$ cat src/rtl/mem_stage.sv
// MEM pipeline stage: EX/MEM register, data-memory request FSM with timeout,
// load lane extraction/extension and the MEM/WB writeback register.
module mem_stage #(
  parameter int TIMEOUT_CYCLES = 255
) (
  input  logic        clock,
  input  logic        reset_n,
  input  logic        in_valid,
  input  logic [31:0] in_result,
  input  logic [31:0] in_store_data,
  input  logic        in_load_inst,
  input  logic        in_store_inst,
  input  logic [1:0]  in_size,
  input  logic        in_load_u,
  input  logic [4:0]  in_dest_reg,
  input  logic        in_dest_reg_valid,
  input  logic        in_inval_dest_reg,
  output logic        stall,
  output logic [31:0] ex_mem_result,
  output logic [4:0]  ex_mem_dest_reg,
  output logic        ex_mem_dest_reg_valid,
  output logic [31:0] mem_wb_result,
  output logic [4:0]  mem_wb_dest_reg,
  output logic        mem_wb_dest_reg_valid,
  output logic        dmem_req,
  output logic        dmem_we,
  output logic [31:0] dmem_addr,
  output logic [3:0]  dmem_be,
  output logic [31:0] dmem_wdata,
  input  logic        dmem_ack,
  input  logic [31:0] dmem_rdata,
  output logic        addr_err,
  output logic        bus_err
);

  localparam int CW = (TIMEOUT_CYCLES > 1) ? $clog2(TIMEOUT_CYCLES) : 1;
  localparam logic [CW-1:0] TO_LAST = CW'(TIMEOUT_CYCLES - 1);

  localparam logic [0:0] ST_IDLE = 1'b0;
  localparam logic [0:0] ST_WAIT = 1'b1;

  logic        m_valid;
  logic [31:0] m_result;
  logic [31:0] m_store_data;
  logic        m_load;
  logic        m_store;
  logic [1:0]  m_size;
  logic        m_load_u;
  logic [4:0]  m_dest_reg;
  logic        m_dest_reg_valid;
  logic        m_inval_dest_reg;

  logic [0:0]    state;
  logic [CW-1:0] cnt;

  logic        is_load;
  logic        is_store;
  logic        aligned;
  logic        pending;
  logic        timeout;
  logic [31:0] load_data;

  // Select the addressed lane of the read word and sign- or zero-extend it.
  function automatic logic [31:0] load_extend(
    input logic [31:0] rdata,
    input logic [1:0]  offset,
    input logic [1:0]  size,
    input logic        zext
  );
    logic [31:0] shifted;
    logic [15:0] half;
    logic [31:0] result;
    shifted = rdata >> {offset, 3'b000};
    half    = offset[1] ? rdata[31:16] : rdata[15:0];
    case (size)
      2'd0: begin
        if (zext) begin
          result = {24'h000000, shifted[7:0]};
        end else begin
          result = {{24{shifted[7]}}, shifted[7:0]};
        end
      end
      2'd1: begin
        if (zext) begin
          result = {16'h0000, half};
        end else begin
          result = {{16{half[15]}}, half};
        end
      end
      default: result = rdata;
    endcase
    return result;
  endfunction

  // Access decode, handshake outputs and request formatting.
  always_comb begin
    is_load  = m_valid & m_load;
    // A simultaneous load flag wins, so the store is ignored.
    is_store = m_valid & m_store & ~m_load;
    case (m_size)
      2'd0:    aligned = 1'b1;
      2'd1:    aligned = ~m_result[0];
      default: aligned = (m_result[1:0] == 2'b00);
    endcase
    pending   = (is_load | is_store) & aligned;
    addr_err  = (is_load | is_store) & ~aligned;
    timeout   = pending & (state == ST_WAIT) & (cnt == TO_LAST) & ~dmem_ack;
    bus_err   = timeout;
    stall     = pending & ~dmem_ack & ~timeout;
    dmem_req  = pending;
    dmem_we   = is_store;
    dmem_addr = {m_result[31:2], 2'b00};
    if (pending) begin
      case (m_size)
        2'd0:    dmem_be = 4'b0001 << m_result[1:0];
        2'd1:    dmem_be = m_result[1] ? 4'b1100 : 4'b0011;
        default: dmem_be = 4'b1111;
      endcase
    end else begin
      dmem_be = 4'b0000;
    end
    case (m_size)
      2'd0:    dmem_wdata = {4{m_store_data[7:0]}};
      2'd1:    dmem_wdata = {2{m_store_data[15:0]}};
      default: dmem_wdata = m_store_data;
    endcase
    load_data = load_extend(dmem_rdata, m_result[1:0], m_size, m_load_u);
    ex_mem_result         = m_result;
    ex_mem_dest_reg       = m_dest_reg;
    // Loads are not forwarded from here; decode inserts the load-use bubble.
    ex_mem_dest_reg_valid = m_valid & m_dest_reg_valid & ~m_inval_dest_reg & ~m_load;
  end

  // EX/MEM register: captures EX output unless the stage is stalled.
  always_ff @(posedge clock) begin
    if (!reset_n) begin
      m_valid          <= 1'b0;
      m_result         <= 32'h0000_0000;
      m_store_data     <= 32'h0000_0000;
      m_load           <= 1'b0;
      m_store          <= 1'b0;
      m_size           <= 2'b00;
      m_load_u         <= 1'b0;
      m_dest_reg       <= 5'd0;
      m_dest_reg_valid <= 1'b0;
      m_inval_dest_reg <= 1'b0;
    end else if (!stall) begin
      m_valid          <= in_valid;
      m_result         <= in_result;
      m_store_data     <= in_store_data;
      m_load           <= in_load_inst;
      m_store          <= in_store_inst;
      m_size           <= in_size;
      m_load_u         <= in_load_u;
      m_dest_reg       <= in_dest_reg;
      m_dest_reg_valid <= in_dest_reg_valid;
      m_inval_dest_reg <= in_inval_dest_reg;
    end
  end

  // Request FSM: IDLE issues, WAIT holds the request until ack or timeout.
  always_ff @(posedge clock) begin
    if (!reset_n) begin
      state <= ST_IDLE;
      cnt   <= '0;
    end else begin
      case (state)
        ST_IDLE: begin
          if (pending && !dmem_ack) begin
            state <= ST_WAIT;
            cnt   <= '0;
          end
        end
        ST_WAIT: begin
          if (!pending || dmem_ack || timeout) begin
            state <= ST_IDLE;
          end else begin
            cnt <= cnt + CW'(1);
          end
        end
        default: begin
          state <= ST_IDLE;
          cnt   <= '0;
        end
      endcase
    end
  end

  // MEM/WB register: stall, error and store cycles write back as bubbles.
  always_ff @(posedge clock) begin
    if (!reset_n) begin
      mem_wb_result         <= 32'h0000_0000;
      mem_wb_dest_reg       <= 5'd0;
      mem_wb_dest_reg_valid <= 1'b0;
    end else begin
      mem_wb_result         <= m_load ? load_data : m_result;
      mem_wb_dest_reg       <= m_dest_reg;
      mem_wb_dest_reg_valid <= m_valid & m_dest_reg_valid & ~m_inval_dest_reg &
                               ~stall & ~addr_err & ~bus_err & ~is_store;
    end
  end

endmodule

$ cat config.mk
export PLATFORM = sky130hd
export DESIGN_NAME = mem_stage
export DESIGN_NICKNAME = d
export VERILOG_FILES = /design/src/rtl/mem_stage.sv
export SDC_FILE = /design/constraint.sdc
export NUM_CORES = 1
export LEC_CHECK = 0
export ABC_AREA = 0
export ABC_CLOCK_PERIOD_IN_PS = 1900
export BUFFER_PORTS_ARGS = -buffer_cell sky130_fd_sc_hd__buf_2
export CORE_MARGIN = 3
export CORE_UTILIZATION = 47
export DETAILED_ROUTE_END_ITERATION = 8
export HOLD_SLACK_MARGIN = 0.15
export PLACE_DENSITY = 0.79
export SYNTH_ARGS = -nofsm -noshare
export SYNTH_HDL_FRONTEND = slang
export SYNTH_SLANG_ARGS = --single-unit
$ cat constraint.sdc
create_clock -name clock -period 1.9 [get_ports clock]
set_input_delay 0.19 -clock clock [delete_from_list [all_inputs] [get_ports clock]]
set_output_delay 0.19 -clock clock [all_outputs]
set_load 0.05 [all_outputs]
==> results_dict.tcl, run 1 <==
set metrics [dict create \
    status "complete, no violations" \
    design_area_sq_um 9430 \
    die_w_microns 120 \
    fin_crit_sh 0.999 \
    h-tree-depth 4 \
    synth-seq-cells 124 \
    rsz0062_at_grt "true" \
    avgSynthCellArea_sq_um 8.52 \
    tns_ps 0 \
    cp-startpoint "m_size[1]$_SDFFE_PN0N_" \
    critPathKind "flop to primary output" \
    cts_tree "done" \
    dr.pass1.iters 5 \
    critPathMaxStageDelay_ps 350 \
    pin_count 261 \
    port_buffers 258 \
    p_leak_uw 0.00429 \
    synth_common_cells "nand2_1, dfxtp_1, mux2i_1, buf_4, o21ai_0" \
    r2r_slack_ps 110 \
    wire_per_inst_microns 18.0 \
    synth.distinct_cells 49 \
    ant_nets 0 \
    via_count 6601 \
    vdd_drop_max_uv 766 \
    gr-total-overflow 0 \
    path_delay_family "buffers and inverters" \
    synthFlopType "dfxtp_1" \
    core_region_area_sq_um 12400 \
    cp-end-kind "primary output" \
    synthesis.instances 716 \
    nets 1172 \
    numCtsBuffers 17 \
    grt_start_max_net_pins 73 \
    cp.required_ps 1710 \
    syn_to_final_growth_pct 54.7 \
    initialDrtViolationCount 568 \
    yosysTopAreaCell "dfxtp_1" \
    die_h_microns 120 \
    r2r-start "ex_mem_result[1]$_SDFFE_PN0N_" \
    drc_errors 0 \
    clock-sinks 124 \
    crit_cells 5 \
    grt_pass1_vias 6533 \
    setup_ws_ps 1.57 \
    placed_cell_area_sq_um 7470 \
    viasPerCell 5.31 \
    drv_slew 0 \
    start_kind "flop" \
    reg2reg_to "mem_wb_result[8]$_SDFF_PN0_" \
    pre_cts_slack_ps -68.4 \
    path_cells "buf_12 > nor2_4 > buf_8 > mux2_2 > buf_6" \
    path_buf_inv 3 \
    num_rows 40 \
    synth.most_common_cell "nand2_1" \
    cp-endpoint "dmem_wdata[10]" \
    max_freq_mhz 527 \
    stdcell_count 1242 \
    hold_class "primary input to flop" \
    period_minus_slack_ps 1900 \
    n_fill_cell 831 \
    synth_edf_count 0 \
    clock_skew_ps 11.1 \
    cap_violations 0 \
    setup_viol 0 \
    reg2reg_depth 8 \
    ys_top_cells_by_area "dfxtp_1, mux2i_1, nand2_1" \
    ys_warn_count 0 \
    crit_path_max_fanout 8 \
    cts_root_buf "clkbuf_16" \
    start_util 0.493 \
    p_per_area_nw_per_um2 866 \
    clock_latency_ps 420 \
    relSlewSlack 0.624 \
    hpwlAfterDp_mm 13.3 \
    place_inst 1088 \
    worstMarginPinSlew_ps 558 \
    fin_util 0.763 \
    seq_area_frac_synth 0.407 \
    slowest_stage "dfxtp_2" \
    grt_pass1_wl_mm 34.1 \
    die_area_sq_um 14400 \
    hold_violations 0 \
    wirelength_mm 22.4 \
    grt.total_usage 0.300 \
    async_reset_ff_frac 0 \
    synth.cell_area_sq_um 6100 \
    antenna_found_initial 4 \
    place_congestion 0.892 \
    yosys.area.top_type_share 0.407 \
    clock_path_buffers 2 \
    clkTransAtPathRegs_ps 50 \
    worstPathArrival_ps 1710 \
    drive_gt1_frac 0.361 \
]
metal layers:
metal  part of all wire  global-route usage  vias to the layer above
li1                   -                   -                     3099
met1               0.39               0.348                     3039
met2               0.49               0.507                      362
met3              0.071              0.0707                      101
met4              0.047               0.167                        0
met5                  0                   0                        -
report_power, final:
group | total (uW) | switching (uW) | internal (uW)
clock | 3190 | 1130 | 2050
sequential | 2880 | 119 | 2760
combinational | 2100 | 1370 | 732
total | 8170 | 2620 | 5550
area by class of cell:
type                    instances  area [sq um]  area share
multi-input cells             487          3100       0.329
clock buffers                  24           492      0.0521
clock inverters                 7          87.6     0.00929
inverters                      12          45.0     0.00478
flip-flops and latches        124          2490       0.264
repair buffers                416          2990       0.317
diodes                          4          10.0     0.00106
well taps                     168           210      0.0223
worst min-delay path, cell delays in order:
cell and delay, ps:
buf_2 110, a22oi_1 110, a21oi_1 140
worst min-delay path by stage:
stage                   startpoint                        endpoint  slack, ps  cells past startpoint
global placement      in_result[8]   ex_mem_result[8]$_SDFFE_PN0N_        430                      3
floorplan                 in_valid            m_valid$_SDFFE_PN0N_        310                      1
global route               reset_n            m_valid$_SDFFE_PN0N_        180                      2
detailed placement   in_result[18]  ex_mem_result[18]$_SDFFE_PN0N_        440                      3
CTS                 dmem_rdata[14]    mem_wb_result[14]$_SDFF_PN0_        150                      3
finish              dmem_rdata[14]    mem_wb_result[14]$_SDFF_PN0_        160                      3
layout by cell type (no fill, tap or decap), drive strengths merged, types with 8 or more instances in the layout:
cell type / n
a41oi: 8
inv: 12
nand2: 206
dfxtp: 124
a21oi: 29
buf: 309
clkbuf: 25
mux2: 23
a22o: 15
dlygate4sd3: 106
mux2i: 88
nor2: 9
o21ai: 46
nor3: 8
through the flow:
step,hold WS [ps],total power (uW)
2_1_floorplan,314,4240
3_3_place_gp,435,4670
3_5_place_dp,437,4690
4_1_cts,153,8090
5_1_grt,177,8440
6_report,160,8170
cell families after synthesis:
kind of cell,count (synthesis),synth area share
compound gates,119,0.124
other cells,1,0.000615
simple gates,249,0.170
buf+inv,106,0.0991
flops,124,0.407
fa+ha+maj,2,0.00410
mux,112,0.191
xor+xnor,3,0.00431
timing repair:
action                     in CTS  in global routing
pin swaps                       2                  3
resized for setup              37                 19
buffers inserted               10                  3
hold buffers                  106                  0
setup endpoints to repair      95                 43
cloned                          0                  1
hold endpoints to repair      106                  0
Power figures use the tool's default switching activity.
==> run 2: changes to the inputs <==
--- a/config.mk
+++ b/config.mk
@@ -10,6 +10,7 @@
 export BUFFER_PORTS_ARGS = -buffer_cell sky130_fd_sc_hd__buf_2
 export CORE_MARGIN = 3
 export CORE_UTILIZATION = 47
+export CTS_BUF_LIST = sky130_fd_sc_hd__clkbuf_8
 export DETAILED_ROUTE_END_ITERATION = 8
 export HOLD_SLACK_MARGIN = 0.15
 export PLACE_DENSITY = 0.79
==> results_dict.tcl, run 2 (synthesized netlist as in run 1, its figures left out) <==
set metrics [dict create \
    cts_root_buf "clkbuf_8" \
    status "finished, violations left" \
    failed_checks "negative setup slack" \
    dr.pass1.iters 7 \
    fin_util 0.769 \
    setup_viol 9 \
    fin_crit_sh 1.03 \
    clock_skew_ps 8.31 \
    antenna_found_initial 0 \
    grt_start_max_net_pins 73 \
    critPathKind "flop to primary output" \
    p_per_area_nw_per_um2 773 \
    clock_latency_ps 450 \
    numCtsBuffers 17 \
    grt_pass1_vias 6662 \
    cap_violations 0 \
    cp.required_ps 1710 \
    diodes 0 \
    worstMarginPinSlew_ps 553 \
    drc_errors 0 \
    period_minus_slack_ps 1960 \
    drive_gt1_frac 0.362 \
    rsz0062_at_grt "true" \
    nets 1189 \
    wirelength_mm 22.7 \
    clock_path_buffers 2 \
    die_area_sq_um 14400 \
    h-tree-depth 4 \
    die_h_microns 120 \
    grt.total_usage 0.307 \
    holdWs_ps 460 \
    place_inst 1088 \
    tns_ps -351 \
    max_freq_mhz 511 \
    syn_to_final_growth_pct 55.9 \
    port_buffers 258 \
    p_leak_uw 0.00428 \
    pre_cts_slack_ps -68.4 \
    viasPerCell 5.33 \
    clock-sinks 124 \
    cts_tree "done" \
    gr-total-overflow 0 \
    crit_path_max_fanout 8 \
    clkTransAtPathRegs_ps 70 \
    hpwlAfterDp_mm 13.3 \
    die_w_microns 120 \
    cp-end-kind "primary output" \
    via_count 6695 \
    ant_nets 0 \
    start_util 0.493 \
    grt_pass1_wl_mm 34.8 \
    wire_per_inst_microns 18.1 \
    worstPathArrival_ps 1770 \
    hold_class "flop to flop" \
    vdd_drop_max_uv 687 \
    hold_violations 0 \
    initialDrtViolationCount 610 \
    start_kind "flop" \
    relSlewSlack 0.628 \
    num_rows 40 \
    drv_slew 0 \
    layout_common_cells "buf_2, nand2_1, dlygate4sd3_1, dfxtp_1, mux2i_1" \
    final_common_cell "buf_2" \
    setup_ws_ps -55.8 \
    pin_count 261 \
    stdcell_count 1255 \
    core_region_area_sq_um 12400 \
    n_fill_cell 790 \
    place_congestion 0.892 \
]
==> run 2: per-stage QoR <==
stage               total power (uW)  instance area [sq um]
finish                          7350                   9510
detailed placement              4690                   7470
global placement                4670                   7470
CTS                             7270                   9420
floorplan                       4240                   6160
global route                    7620                   9510
==> run 2: report_power, final <==
group	total (uW)	switching [uW]	internal (uW)
Sequential	2880	123	2760
Clock	2310	1040	1270
Combinational	2160	1380	785
Total	7350	2540	4820
==> run 2: per-layer routing <==
metal	GRT usage	vias to the layer above	share of wire
li1	-	3127	-
met1	0.357	3103	0.38
met2	0.516	372	0.49
met3	0.0919	93	0.080
met4	0.152	0	0.046
met5	0	-	0
==> run 2: worst paths after layout <==
path / from / end / slack [ps] / cells after the start
max reg2reg: ex_mem_result[1]$_SDFFE_PN0N_ / mem_wb_result[12]$_SDFF_PN0_ / 70 / 9
min: ex_mem_dest_reg[3]$_SDFFE_PN0N_ / mem_wb_dest_reg[3]$_SDFF_PN0_ / 460 / 2
max: m_size[1]$_SDFFE_PN0N_ / dmem_wdata[13] / -60 / 5
min reg2reg: ex_mem_dest_reg[3]$_SDFFE_PN0N_ / mem_wb_dest_reg[3]$_SDFF_PN0_ / 460 / 2
==> run 2: layout make-up <==
cell class,count,area (sq um),share of cell area
clock buffers,21,289,0.0304
clock inverters,10,98.8,0.0104
inverters,12,45.0,0.00474
multi-input cells,487,3130,0.329
flip-flops and latches,124,2500,0.263
well taps,168,210,0.0221
repair buffers,433,3230,0.340
==> run 2: critical path, cell delays in order, from the launching register on <==
cell and delay, ps:
dfxtp_4 370, buf_12 140, nor2_4 120, buf_6 150, mux2_2 370, buf_6 160
==> run 2: repair_timing <==
action,CTS,global route
endpoints found under the hold margin,116,0
gates cloned,2,0
resized for setup,64,15
setup endpoints to repair,98,55
hold buffers,122,0
pin swaps,5,5
buffers inserted,9,3
